### src/rtl/com_flash_host.sv
// Host-side initiator for the UART flash-programming byte protocol (WRITE / READ / ERASE).
// Optional receive timeout is enabled by defining COM_FLASH_HOST_TIMEOUT_EN.
module com_flash_host #(
  parameter int          FLASH_ADDR_SIZE = 22,
  parameter logic [23:0] TIMEOUT_CYCLES  = 24'd12_000_000
) (
  input  logic                       clk,
  input  logic                       rst,
  input  logic                       cmd_valid,
  output logic                       cmd_ready,
  input  logic [1:0]                 cmd_op,
  input  logic [FLASH_ADDR_SIZE-1:0] cmd_start,
  input  logic [FLASH_ADDR_SIZE-1:0] cmd_end,
  input  logic [15:0]                wr_data,
  input  logic                       wr_valid,
  output logic                       wr_ready,
  output logic [15:0]                rd_data,
  output logic                       rd_valid,
  output logic [7:0]                 tx_data,
  output logic                       tx_start,
  input  logic                       tx_busy,
  input  logic [7:0]                 rx_data,
  input  logic                       rx_ready,
  output logic                       done,
  output logic [2:0]                 err_code
);
  localparam logic [7:0] CMD_WRITE   = 8'hF0;
  localparam logic [7:0] CMD_READ    = 8'h0F;
  localparam logic [7:0] CMD_ERASE   = 8'h38;
  localparam logic [7:0] IN_PROGRESS = 8'hCC;
  localparam logic [7:0] FINISHED    = 8'h33;
  localparam logic [7:0] SUM_INIT    = 8'h23;
  localparam logic [1:0] OP_WRITE    = 2'b01;
  localparam logic [1:0] OP_READ     = 2'b10;
  localparam logic [2:0] ERR_NONE = 3'd0, ERR_META = 3'd1, ERR_SUM = 3'd2,
                         ERR_TMO  = 3'd3, ERR_ERASE = 3'd4, ERR_EMPTY = 3'd5;

  typedef enum logic [3:0] {
    S_IDLE, S_META, S_SEND, S_WAIT_ACK, S_WR_FETCH, S_RD_HI, S_RD_LO, S_WAIT_SUM, S_ERASE_POLL
  } state_t;

  state_t                     r_state, r_ret, w_nxt;
  logic [1:0]                 r_op;
  logic [FLASH_ADDR_SIZE-1:0] r_start, r_end, r_addr;
  logic [2:0]                 r_meta_idx;
  logic [7:0]                 r_sum, r_byte, r_tx_data;
  logic                       r_lo_pend, r_busy_seen, r_wr_ready, r_rd_valid, r_done;
  logic [15:0]                r_rd_data;
  logic [2:0]                 r_err;

  logic                       w_empty, w_wr_hs, w_last, w_tmo;
  logic [FLASH_ADDR_SIZE-1:0] w_addr_inc;
  logic [23:0]                w_start24, w_end24;
  logic [7:0]                 w_meta_byte, w_cmd_byte;

  assign w_empty    = (cmd_op == OP_WRITE || cmd_op == OP_READ) && (cmd_start == cmd_end);
  assign w_wr_hs    = wr_valid && r_wr_ready;
  assign w_addr_inc = r_addr + {{(FLASH_ADDR_SIZE-1){1'b0}}, 1'b1};
  assign w_last     = (w_addr_inc == r_end);
  assign w_start24  = 24'(r_start);
  assign w_end24    = 24'(r_end);

  always_comb begin
    case (r_meta_idx)
      3'd0:    w_meta_byte = w_start24[23:16];
      3'd1:    w_meta_byte = w_start24[15:8];
      3'd2:    w_meta_byte = w_start24[7:0];
      3'd3:    w_meta_byte = w_end24[23:16];
      3'd4:    w_meta_byte = w_end24[15:8];
      default: w_meta_byte = w_end24[7:0];
    endcase
    case (cmd_op)
      OP_WRITE: w_cmd_byte = CMD_WRITE;
      OP_READ:  w_cmd_byte = CMD_READ;
      default:  w_cmd_byte = CMD_ERASE;
    endcase
  end

`ifdef COM_FLASH_HOST_TIMEOUT_EN
  logic [23:0] r_tmo;
  logic        w_wait;
  assign w_wait = r_state inside {S_WAIT_ACK, S_RD_HI, S_RD_LO, S_WAIT_SUM, S_ERASE_POLL};
  assign w_tmo  = w_wait && (r_tmo == TIMEOUT_CYCLES - 24'd1);
  // Restart on every received byte and on every state change, so entry starts from zero.
  always_ff @(posedge clk or negedge rst) begin
    if (!rst)                                       r_tmo <= '0;
    else if (!w_wait || rx_ready || w_nxt != r_state) r_tmo <= '0;
    else                                            r_tmo <= r_tmo + 24'd1;
  end
`else
  logic [23:0] w_unused_tmo;
  assign w_unused_tmo = TIMEOUT_CYCLES;
  assign w_tmo        = 1'b0;
`endif

  always_ff @(posedge clk or negedge rst) begin
    if (!rst) r_state <= S_IDLE;
    else      r_state <= w_nxt;
  end

  always_comb begin
    w_nxt = r_state;
    case (r_state)
      S_IDLE:       if (cmd_valid && cmd_op != 2'b00 && !w_empty) w_nxt = S_SEND;
      S_META:       w_nxt = S_SEND;
      S_SEND:       if (r_busy_seen && !tx_busy) w_nxt = r_ret;
      S_WAIT_ACK: begin
        if (rx_ready) begin
          if (rx_data != r_sum)     w_nxt = S_IDLE;
          else if (r_op == OP_WRITE) w_nxt = S_WR_FETCH;
          else if (r_op == OP_READ)  w_nxt = S_RD_HI;
          else                       w_nxt = S_ERASE_POLL;
        end else if (w_tmo) w_nxt = S_IDLE;
      end
      S_WR_FETCH:   if (r_lo_pend || w_wr_hs) w_nxt = S_SEND;
      S_RD_HI: begin
        if (rx_ready)   w_nxt = S_RD_LO;
        else if (w_tmo) w_nxt = S_IDLE;
      end
      S_RD_LO: begin
        if (rx_ready)   w_nxt = w_last ? S_WAIT_SUM : S_RD_HI;
        else if (w_tmo) w_nxt = S_IDLE;
      end
      S_WAIT_SUM:   if (rx_ready || w_tmo) w_nxt = S_IDLE;
      S_ERASE_POLL: begin
        if (rx_ready) begin
          if (rx_data != IN_PROGRESS) w_nxt = S_IDLE;
        end else if (w_tmo) w_nxt = S_IDLE;
      end
      default:      w_nxt = S_IDLE;
    endcase
  end

  always_comb begin
    cmd_ready = (r_state == S_IDLE);
    tx_start  = (r_state == S_SEND) && !r_busy_seen;
    tx_data   = r_tx_data;
    wr_ready  = r_wr_ready;
    rd_data   = r_rd_data;
    rd_valid  = r_rd_valid;
    done      = r_done;
    err_code  = r_err;
  end

  always_ff @(posedge clk or negedge rst) begin
    if (!rst) begin
      r_ret <= S_IDLE;      r_op <= '0;         r_start <= '0;     r_end <= '0;
      r_addr <= '0;         r_meta_idx <= '0;   r_sum <= '0;       r_byte <= '0;
      r_tx_data <= '0;      r_lo_pend <= 1'b0;  r_busy_seen <= 1'b0;
      r_wr_ready <= 1'b0;   r_rd_valid <= 1'b0; r_rd_data <= '0;
      r_done <= 1'b0;       r_err <= ERR_NONE;
    end else begin
      r_rd_valid <= 1'b0;
      r_done     <= 1'b0;
      // A fetched word keeps wr_ready low until its low byte has also gone out.
      r_wr_ready <= (w_nxt == S_WR_FETCH) && !r_lo_pend;
      case (r_state)
        S_IDLE: if (cmd_valid && cmd_op != 2'b00) begin
          r_op       <= cmd_op;
          r_start    <= cmd_start;
          r_end      <= cmd_end;
          r_addr     <= cmd_start;
          r_err      <= w_empty ? ERR_EMPTY : ERR_NONE;
          r_tx_data  <= w_cmd_byte;
          r_ret      <= S_META;
          r_meta_idx <= '0;
          r_sum      <= SUM_INIT;
        end
        S_META: begin
          r_tx_data  <= w_meta_byte;
          r_sum      <= r_sum ^ w_meta_byte;
          r_meta_idx <= r_meta_idx + 3'd1;
          r_ret      <= (r_meta_idx == 3'd5) ? S_WAIT_ACK : S_META;
        end
        S_SEND: begin
          if (!r_busy_seen) begin
            if (tx_busy) r_busy_seen <= 1'b1;
          end else if (!tx_busy) r_busy_seen <= 1'b0;
        end
        S_WAIT_ACK: begin
          if (rx_ready) begin
            if (rx_data == r_sum) r_sum <= SUM_INIT;
            else                  r_err <= ERR_META;
          end else if (w_tmo) r_err <= ERR_TMO;
        end
        S_WR_FETCH: begin
          if (r_lo_pend) begin
            r_tx_data <= r_byte;
            r_lo_pend <= 1'b0;
            r_addr    <= w_addr_inc;
            r_ret     <= w_last ? S_WAIT_SUM : S_WR_FETCH;
          end else if (w_wr_hs) begin
            r_tx_data <= wr_data[15:8];
            r_byte    <= wr_data[7:0];
            r_sum     <= r_sum ^ wr_data[15:8] ^ wr_data[7:0];
            r_lo_pend <= 1'b1;
            r_ret     <= S_WR_FETCH;
          end
        end
        S_RD_HI: begin
          if (rx_ready) begin
            r_byte <= rx_data;
            r_sum  <= r_sum ^ rx_data;
          end else if (w_tmo) r_err <= ERR_TMO;
        end
        S_RD_LO: begin
          if (rx_ready) begin
            r_rd_data  <= {r_byte, rx_data};
            r_rd_valid <= 1'b1;
            r_sum      <= r_sum ^ rx_data;
            r_addr     <= w_addr_inc;
          end else if (w_tmo) r_err <= ERR_TMO;
        end
        S_WAIT_SUM: begin
          if (rx_ready) begin
            if (rx_data == r_sum) r_done <= 1'b1;
            else                  r_err  <= ERR_SUM;
          end else if (w_tmo) r_err <= ERR_TMO;
        end
        S_ERASE_POLL: begin
          if (rx_ready) begin
            if (rx_data == FINISHED)         r_done <= 1'b1;
            else if (rx_data != IN_PROGRESS) r_err  <= ERR_ERASE;
          end else if (w_tmo) r_err <= ERR_TMO;
        end
        default: ;
      endcase
    end
  end
endmodule
### config.mk
export PLATFORM = sky130hd
export DESIGN_NAME = com_flash_host
export DESIGN_NICKNAME = d
export VERILOG_FILES = /design/src/rtl/com_flash_host.sv
export SDC_FILE = /design/constraint.sdc
export NUM_CORES = 1
export LEC_CHECK = 0
export BUFFER_PORTS_ARGS = -buffer_cell sky130_fd_sc_hd__clkbuf_2
export CORE_UTILIZATION = 35
export CTS_CLUSTER_DIAMETER = 80
export CTS_CLUSTER_SIZE = 10
export DETAILED_ROUTE_END_ITERATION = 10
export MAX_ROUTING_LAYER = met4
export SLEW_MARGIN = 20
export SYNTH_ARGS = -nofsm -noshare
export SYNTH_HDL_FRONTEND = slang
export SYNTH_SLANG_ARGS = --single-unit
export TNS_END_PERCENT = 10
### constraint.sdc
create_clock -name clk -period 4.32 [get_ports clk]
set_input_delay 0.864 -clock clk [delete_from_list [all_inputs] [get_ports clk]]
set_output_delay 0.864 -clock clk [all_outputs]
set_load 0.02 [all_outputs]
# After elaboration in Yosys (flattened, before gate mapping)
# Cells that the tools add are included.
[op_classes]
shift = 0
n_lt_le_gt_ge = 0
n_eq_ne = 40
multipliers = 0
muxes = 63
div = 0
bitwise = 4
n_reduce_logical = 31
n_addsub = 2
[ops]
columns = ["op", "n"]
rows = [
  ["$mux W8", 12],
  ["$pmux W8 S5", 2],
  ["$mux W22", 3],
  ["$pmux W22 S3", 1],
  ["$mux W4", 15],
  ["$eq A22 B22 Y1", 2],
  ["$pmux W4 S9", 1],
  ["$pmux W8 S2", 2],
  ["$xor A8 B8 Y8", 4],
  ["$mux W3", 10],
  ["$ne A2 B2 Y1 const B", 13],
  ["$pmux W8 S3", 1],
  ["$add A22 B1 Y22 const B", 1],
  ["$eq A4 B3 Y1 const B", 5],
  ["$pmux W3 S4", 1],
  ["$pmux W4 S3", 1],
  ["$mux W1", 9],
  ["$reduce_and A9 Y1", 1],
  ["$eq A4 B2 Y1 const B", 2],
  ["$eq A8 B6 Y1 const B", 1],
  ["$eq A8 B8 Y1", 1],
  ["$ne A8 B8 Y1", 1],
  ["$ne A8 B8 Y1 const B", 1],
  ["$reduce_and A4 Y1", 2],
  ["other kinds (26)", 48],
]
[totals]
reg_bits = 127
romBits = 0
ram_bits = 0
wordCells = 157
mem_count = 0
latch_bits = 0
out_inout_bits = 32
inputBits = 76

# Logic depth before layout (Yosys ltp)
# Gate-level depths: netlist (run 1).
[logic_depth]
word_depth = 9
depth_mapped = 11
ltp_nobuf = 9

# Least setup slack after synthesis (run 1)
# Ideal clock, no wire load.
[synth_path]
kind = "reg2reg"
from = "register r_addr[0]"
to = "register r_ret[1]"
arrival_ns = 3.281
stages_incl_launch_ff = 8
synth_period_minus_slack_ns = 3.373
setup_ns = 0.092
setup_slack_ns = 0.947
t_required_ns = 4.228
n_path_buf = 0
path_cell_list = "dfrtp_1 -> nand4_1 -> or4_2 -> xnor2_1 -> or4b_2 -> or4_1 -> or4_4 -> o31ai_2"
[synth_between]
elab_chain_len = 5
[synth_rtl]
columns = ["item", "line", "source"]
rows = [
  ["start: declaration", "44", "logic [FLASH_ADDR_SIZE-1:0] r_start, r_end, r_addr;"],
  ["start signal: assignment", "162", "r_addr <= cmd_start;"],
  ["start signal: assignment", "190", "r_addr <= w_addr_inc;"],
  ["start signal: assignment", "211", "r_addr <= w_addr_inc;"],
  ["$add A22 B1 Y22", "58", "assign w_addr_inc = r_addr + {{(FLASH_ADDR_SIZE-1){1'b0}}, 1'b1};"],
  ["$eq A22 B22 Y1", "59", "assign w_last = (w_addr_inc == r_end);"],
  ["$mux W2", "191", "r_ret <= w_last ? S_WAIT_SUM : S_WR_FETCH;"],
  ["$mux W4", "187", "if (r_lo_pend) begin"],
  ["$pmux W4 S3", "157", "case (r_state)"],
  ["end signal: assignment", "173", "r_ret <= (r_meta_idx == 3'd5) ? S_WAIT_ACK : S_META;"],
  ["end signal: assignment", "191", ""],
  ["end: declaration", "42", "state_t r_state, r_ret, w_nxt;"],
]
# No other way between the ends.
# A chain may end at the register's enable or synchronous reset.

# Final worst setup path (run 1)
[layout_path]
from = "register r_addr[4]"
to = "register r_ret[1]"
# The elaborated chain is that of the path after synthesis.

==> run_results.csv, run 1 <==
group,metric,value,unit
setup_path,regToRegSetupSlack,0.61,ns
cells_and_area,final_common_cell,"nand2_1",
synth,ys_warn_count,0,
setup_path,rr_endpoint,"r_ret[1]",
placement,dp.final_hpwl,18500,um
synth,syn_area,0.00770,mm2
route,vias,7131,
clock_network,cts_buffers,17,
setup_path,start_kind,"flop",
grt,first_global_vias,6682,
setup_path,critPathMaxFanout,12,
sta,finalClockSkew,0.0105,ns
placement,numPlacedInstances,1241,
sta,finalHoldViolCount,0,
sta,setup_viol,0,
power,power_density,646,mW/mm2
clock_network,post-cts-setup-buffers,0,
die,die_x,150,um
synth,syn_avg_cell_area,8.58,um2
synth,ys.flop_type,"dfrtp_1",
route,viasPerCell,5.60,
clock_network,cts_tree,"done",
sta,max_freq,0.270,GHz
sta,post-route-period-util,85.8,%
synth,ys_types,71,
power,p_leak,4.03,nW
setup_path,endpoint_kind,"flop",
setup_path,reg2regPathDepth,7,
placement,routabilityCongestion,0.966,
route,routed_wl,24900,um
synth,synth-seq-cells,126,
cells_and_area,layout_common_cells,"nand2_1, dfrtp_1, clkbuf_2",
clock_network,clkLatencyLatePin,0.43,ns
cells_and_area,drive_gt1_share,19.2,%
die,initial_core_util,36.2,%
route,postRouteAntennaNets,0,
sta,fin_crit,3.71,ns
route,drc,0,
power,ir_drop,0.324,mV
die,dieArea,0.0226,mm2
grt,antenna_found_initial,0,
setup_path,timing.rr.start,"r_addr[4]",
route,wl_per_cell,19.6,um
grt,grt_use_total,23.6,%
placement,port-buffer-count,107,
sta,relSlewSlack,33.3,%
setup_path,cp.required,4.66,ns
grt,grt_max_degree,85,
synth,synth_edf_count,0,
synth,synth-seq-area-share,40.9,%
die,io_pins,108,
cells_and_area,diodes,0,
synth,synthCells,898,
clock_network,clk_pin_slew,0.07,ns
setup_path,path_class,"flop to flop",
sta,tightest_slew,1.00,ns
grt,overflow,0,
grt,grt_pass1_wl,38700,um
status,status,"finished clean",
clock_network,cts_sinks,126,
sta,rsz0062_at_grt,"no",
hold_path,hold_class,"input pin to asynchronous set/reset pin",
cells_and_area,final_cell_count_no_fill,1273,
clock_network,root_buffer,"clkbuf_16",
synth,synth_fp_nets,986,
clock_network,cts_buffer_depth,2,
clock_network,cts_resized,0,
cells_and_area,syn_to_final_growth,17.8,%
sta,drv_slew,0,
die,core,0.0213,mm2
cells_and_area,layout.nets,1073,
die,die_h,150,um
synth,async_reset_ff_share,100,%
clock_network,htreeDepth,4,
flow_run,maxCapViolations,0,
setup_path,crit_arrival,4.04,ns
clock_network,hold_buffers,0,
die,std_cell_rows,53,
sta,setup_tns,0,ns
route,drtIter0Drc,519,
route,first_pass_iters,8,
worst max-delay path by stage:
| stage | startpoint | end | slack (ns) | depth (start not counted) |
|---|---|---|---|---|
| finish | r_addr[4] | r_ret[1] | 0.61 | 7 |
| global route | r_addr[4] | r_ret[1] | 0.46 | 7 |
| CTS | r_addr[4] | r_ret[1] | 0.64 | 7 |
| detailed placement | r_addr[4] | r_ret[1] | 0.65 | 7 |
| global placement | r_addr[4] | r_ret[1] | 0.72 | 7 |
| floorplan | r_addr[0] | r_ret[1] | 0.95 | 7 |
logic make-up (layout without fill, tap and decap cells):
logic type                 count (synthesis)  in the layout  synth area share, %
xor gates and xnor gates                  67             67                 7.62
AOI/OAI and AO/OA                        220            220                 18.6
buffers and inverters                     72            172                 3.64
and+or+nand+nor                          361            361                 21.8
DFF                                      126            126                 40.9
muxes                                     40             40                 5.52
adders and majority gates                 12             12                 1.95
where the power goes:
part	switching (mW)	internal [mW]	leakage [nW]
Combinational	1.43	0.941	2.19
Sequential	0.535	1.59	1.59
Clock	0.621	0.748	0.248
area by class of cell:
| type | count | area (um2) |
|---|---|---|
| Clock buffer | 17 | 425 |
| Multi-Input combinational cell | 700 | 4300 |
| Timing Repair Buffer | 121 | 656 |
| Clock inverter | 15 | 125 |
| Inverter | 19 | 71.3 |
| Fill cell | 2137 | 12200 |
| Tap cell | 275 | 344 |
| Sequential cell | 126 | 3150 |
routing by layer:
metal / global-route usage, % / routed length [um]
met1: 31.3 / 11500
met2: 36.4 / 11400
met3: 4.09 / 1490
met4: 7.37 / 505
met5: - / 0
sequential cells by signal, indices dropped and copies added, names as in the netlist, 2 cells and up:
register	flops
err_code	3
r_addr	22
r_byte	8
r_end	22
r_meta_idx	3
r_op	2
r_ret	3
r_start	22
r_state	4
r_sum	8
rd_data	16
tx_data	8
per-stage QoR:
step | power (mW) | utilization, % | hold slack [ns] | setup WS, ns | instance area (um2)
final | 5.86 | 42.6 | 0.414 | 0.614 | 9070
after global routing | 6.27 | 42.6 | 0.452 | 0.457 | 9070
after CTS | 5.87 | 42.6 | 0.426 | 0.644 | 9070
after detailed placement | 4.48 | 40.0 | 0.465 | 0.648 | 8520
after global placement | 4.46 | 40.0 | 0.458 | 0.716 | 8520
after floorplan | 3.67 | - | 0.445 | 0.947 | 7700
synthesized netlist by cell type, drive strengths merged (3+ instances only):
master   count  area [um2]
a21o         4        30.0
a21boi       6        45.0
nor2        47         176
nor2b        5        31.3
o21ai       55         275
nor3b        4        30.0
o22ai       16         100
o2bb2ai      3        26.3
a221o        5        50.1
dfrtp      126        3150
buf         13        58.8
a222oi       6        60.1
a22oi        8        60.1
or3          9        61.3
nor4b        4        35.0
and2         4        25.0
o211ai      14         105
nand2b       3        18.8
mux2        20         225
and3         4        26.3
nor3        10        50.1
o21a         5        37.5
o2111ai      4        35.0
inv         19        71.3
a31oi       12        75.1
o221ai       3        26.3
nand3b       5        37.5
xnor2       42         368
nand3       21         118
xor2        25         219
ha          12         150
a21oi       53         265
or4          7        58.8
o22a         5        43.8
nand2      207         777
o31ai        4        35.0
clkbuf      40         150
nor4        10        75.1
mux2i       20         200
nand4       13        81.3
critical path, cell delays in order (launching register included):
cell and delay, ns:
dfrtp_1 0.53, nand4_1 0.36, or4_2 0.73, xnor2_1 0.20, or4b_2 0.65, or4_1 0.42
or4_4 0.54, o31ai_2 0.19
Power figures use the tool's default switching activity.
==> inputs of run 2 (changes only) <==
--- a/config.mk
+++ b/config.mk
@@ -11,6 +11,7 @@
 export CTS_CLUSTER_SIZE = 10
 export DETAILED_ROUTE_END_ITERATION = 10
 export MAX_ROUTING_LAYER = met4
+export RECOVER_POWER = 25
 export SLEW_MARGIN = 20
 export SYNTH_ARGS = -nofsm -noshare
 export SYNTH_HDL_FRONTEND = slang
==> run 2 against run 1 <==
The flow now finishes with violations (max-capacitance violations, max-slew violations). Utilization barely moved. Die area did not move. Critical endpoint unchanged. Fmax barely moved. Clock skew barely moved. Final area barely moved.
==> run_results.csv, run 2 (synthesis gave the netlist of run 1 again) <==
group,metric,value,unit
sta,holdWs,0.480,ns
die,initial_core_util,36.2,%
cells_and_area,top_regs,"r_addr (22), r_end (22), r_start (22)",
sta,max_freq,0.270,GHz
sta,fin_crit,3.71,ns
clock_network,clkLatencyLatePin,0.43,ns
route,vias,7139,
setup_path,critPathMaxStageDelay,0.73,ns
power,fin_total_pwr,5.86,mW
power,comb_power_share,40.5,%
sta,finalHoldViolCount,0,
grt,overflow,0,
placement,routabilityCongestion,0.966,
power,clkPwrFrac,23.4,%
grt,grt_use_total,23.6,%
sta,drv_slew,43,
die,die_h,150,um
sta,finalClockSkew,0.0102,ns
grt,first_global_vias,6682,
route,drtIter0Drc,519,
flow_run,maxCapViolations,1,
route,wl_per_cell,19.5,um
cells_and_area,final_common_cell,"nand2_1",
clock_network,cts_buffers,17,
power,internal-power,3.28,mW
clock_network,cts_tree,"done",
setup_path,critPathMaxFanout,12,
setup_path,cp.required,4.66,ns
status,violations,"max-capacitance violations, max-slew violations",
route,drc,0,
setup_path,path_class,"flop to flop",
route,postRouteAntennaNets,0,
cells_and_area,diodes,0,
die,dieArea,0.0226,mm2
route,first_pass_iters,7,
clock_network,hold_buffers,0,
status,status,"finished with violations",
setup_path,crit_slowest_cell,"or4_2",
setup_path,endpoint_kind,"flop",
grt,grt_pass1_wl,38700,um
cells_and_area,fin_util,42.6,%
power,p_sw,2.58,mW
clock_network,cts_resized,0,
power,ir_drop,0.324,mV
grt,grt_max_degree,85,
clock_network,root_buffer,"clkbuf_16",
sta,relSlewSlack,-58.5,%
cells_and_area,drive_gt1_share,19.1,%
hold_path,hold_class,"flop to flop",
power,p_leak,4.03,nW
clock_network,htreeDepth,4,
die,die_x,150,um
power,switching_share,44.1,%
placement,numPlacedInstances,1241,
cells_and_area,final_cell_count_no_fill,1273,
route,viasPerCell,5.61,
sta,setup_viol,0,
cells_and_area,layout.nets,1073,
route,routed_wl,24900,um
cells_and_area,syn_to_final_growth,17.7,%
cells_and_area,nFillCells,2136,
sta,tightest_slew,2.38,ns
sta,rsz0062_at_grt,"no",
die,core,0.0213,mm2
die,std_cell_rows,53,
sta,post-route-period-util,85.8,%
sta,setup_tns,0,ns
die,io_pins,108,
power,power_density,646,mW/mm2
grt,antenna_found_initial,0,
clock_network,clk_pin_slew,0.06,ns
setup_path,start_kind,"flop",
placement,dp.final_hpwl,18500,um
setup_path,crit_arrival,4.04,ns
cells_and_area,layout_common_cells,"nand2_1, dfrtp_1, clkbuf_2",
clock_network,cts_buffer_depth,2,
clock_network,post-cts-setup-buffers,0,
clock_network,cts_sinks,126,
placement,port-buffer-count,107,
setup_path,path_cells,"nand4_1, or4_2, xnor2_1, or4b_2, or4_1, or4_4, o31ai_2",
power,power_frac_seq,36.2,%
## run 2: cell types whose count changed in the layout (fill, tap and decap cells not counted), sizes merged
| cell | before | now |
|---|---|---|
| buf | 15 | 14 |
| clkbuf | 123 | 124 |
## run 2: stage by stage
step / cell area [um2] / setup slack (ns)
after global routing: 9070 / 0.457
final: 9070 / 0.614
after floorplan: 7700 / 0.947
after detailed placement: 8520 / 0.648
after global placement: 8520 / 0.716
after CTS: 9070 / 0.644
## run 2: area by class of cell
type                            instances  area (um2)  area share [%]
Clock buffer                           17         425            4.69
Tap cell                              275         344            3.79
Inverter                               19        71.3           0.787
Clock inverter                         15         125            1.38
Timing Repair Buffer                  121         652            7.19
Multi-Input combinational cell        700        4300            47.4
Sequential cell                       126        3150            34.8
## run 2: power by group through the flow
stage / clock network, mW / logic [mW] / registers (mW)
after floorplan: 0 / 1.72 / 1.95
after global placement: 0 / 2.34 / 2.12
after detailed placement: 0 / 2.35 / 2.13
after CTS: 1.39 / 2.36 / 2.11
after global routing: 1.45 / 2.65 / 2.17
final: 1.37 / 2.37 / 2.12
## run 2: per-layer routing
metal | global-route usage [%] | routed length [um]
met5 | - | 0
met4 | 7.37 | 546
met3 | 4.09 | 1660
met2 | 36.4 | 11400
met1 | 31.3 | 11300
## run 2: path summary, 6_finish.rpt
check	slack [ns]	endpoint	from	depth (start not counted)
hold / removal	0.48	r_start[11]	r_start[11]	2
hold reg to reg	0.48	r_start[11]	r_start[11]	2
setup reg to reg	0.61	r_ret[1]	r_addr[4]	7
max in group asynchronous	1.80	r_addr[15]	rst	2
setup / recovery	0.61	r_ret[1]	r_addr[4]	7
min in group asynchronous	1.14	rd_data[8]	rst	1
## run 2: worst max-delay path, delay by kind of cell, from the launching register on
| family | cells | cell delay [ns] |
|---|---|---|
| flops | 1 | 0.53 |
| simple gates | 5 | 2.70 |
| compound gates | 1 | 0.19 |
| xor+xnor | 1 | 0.20 |
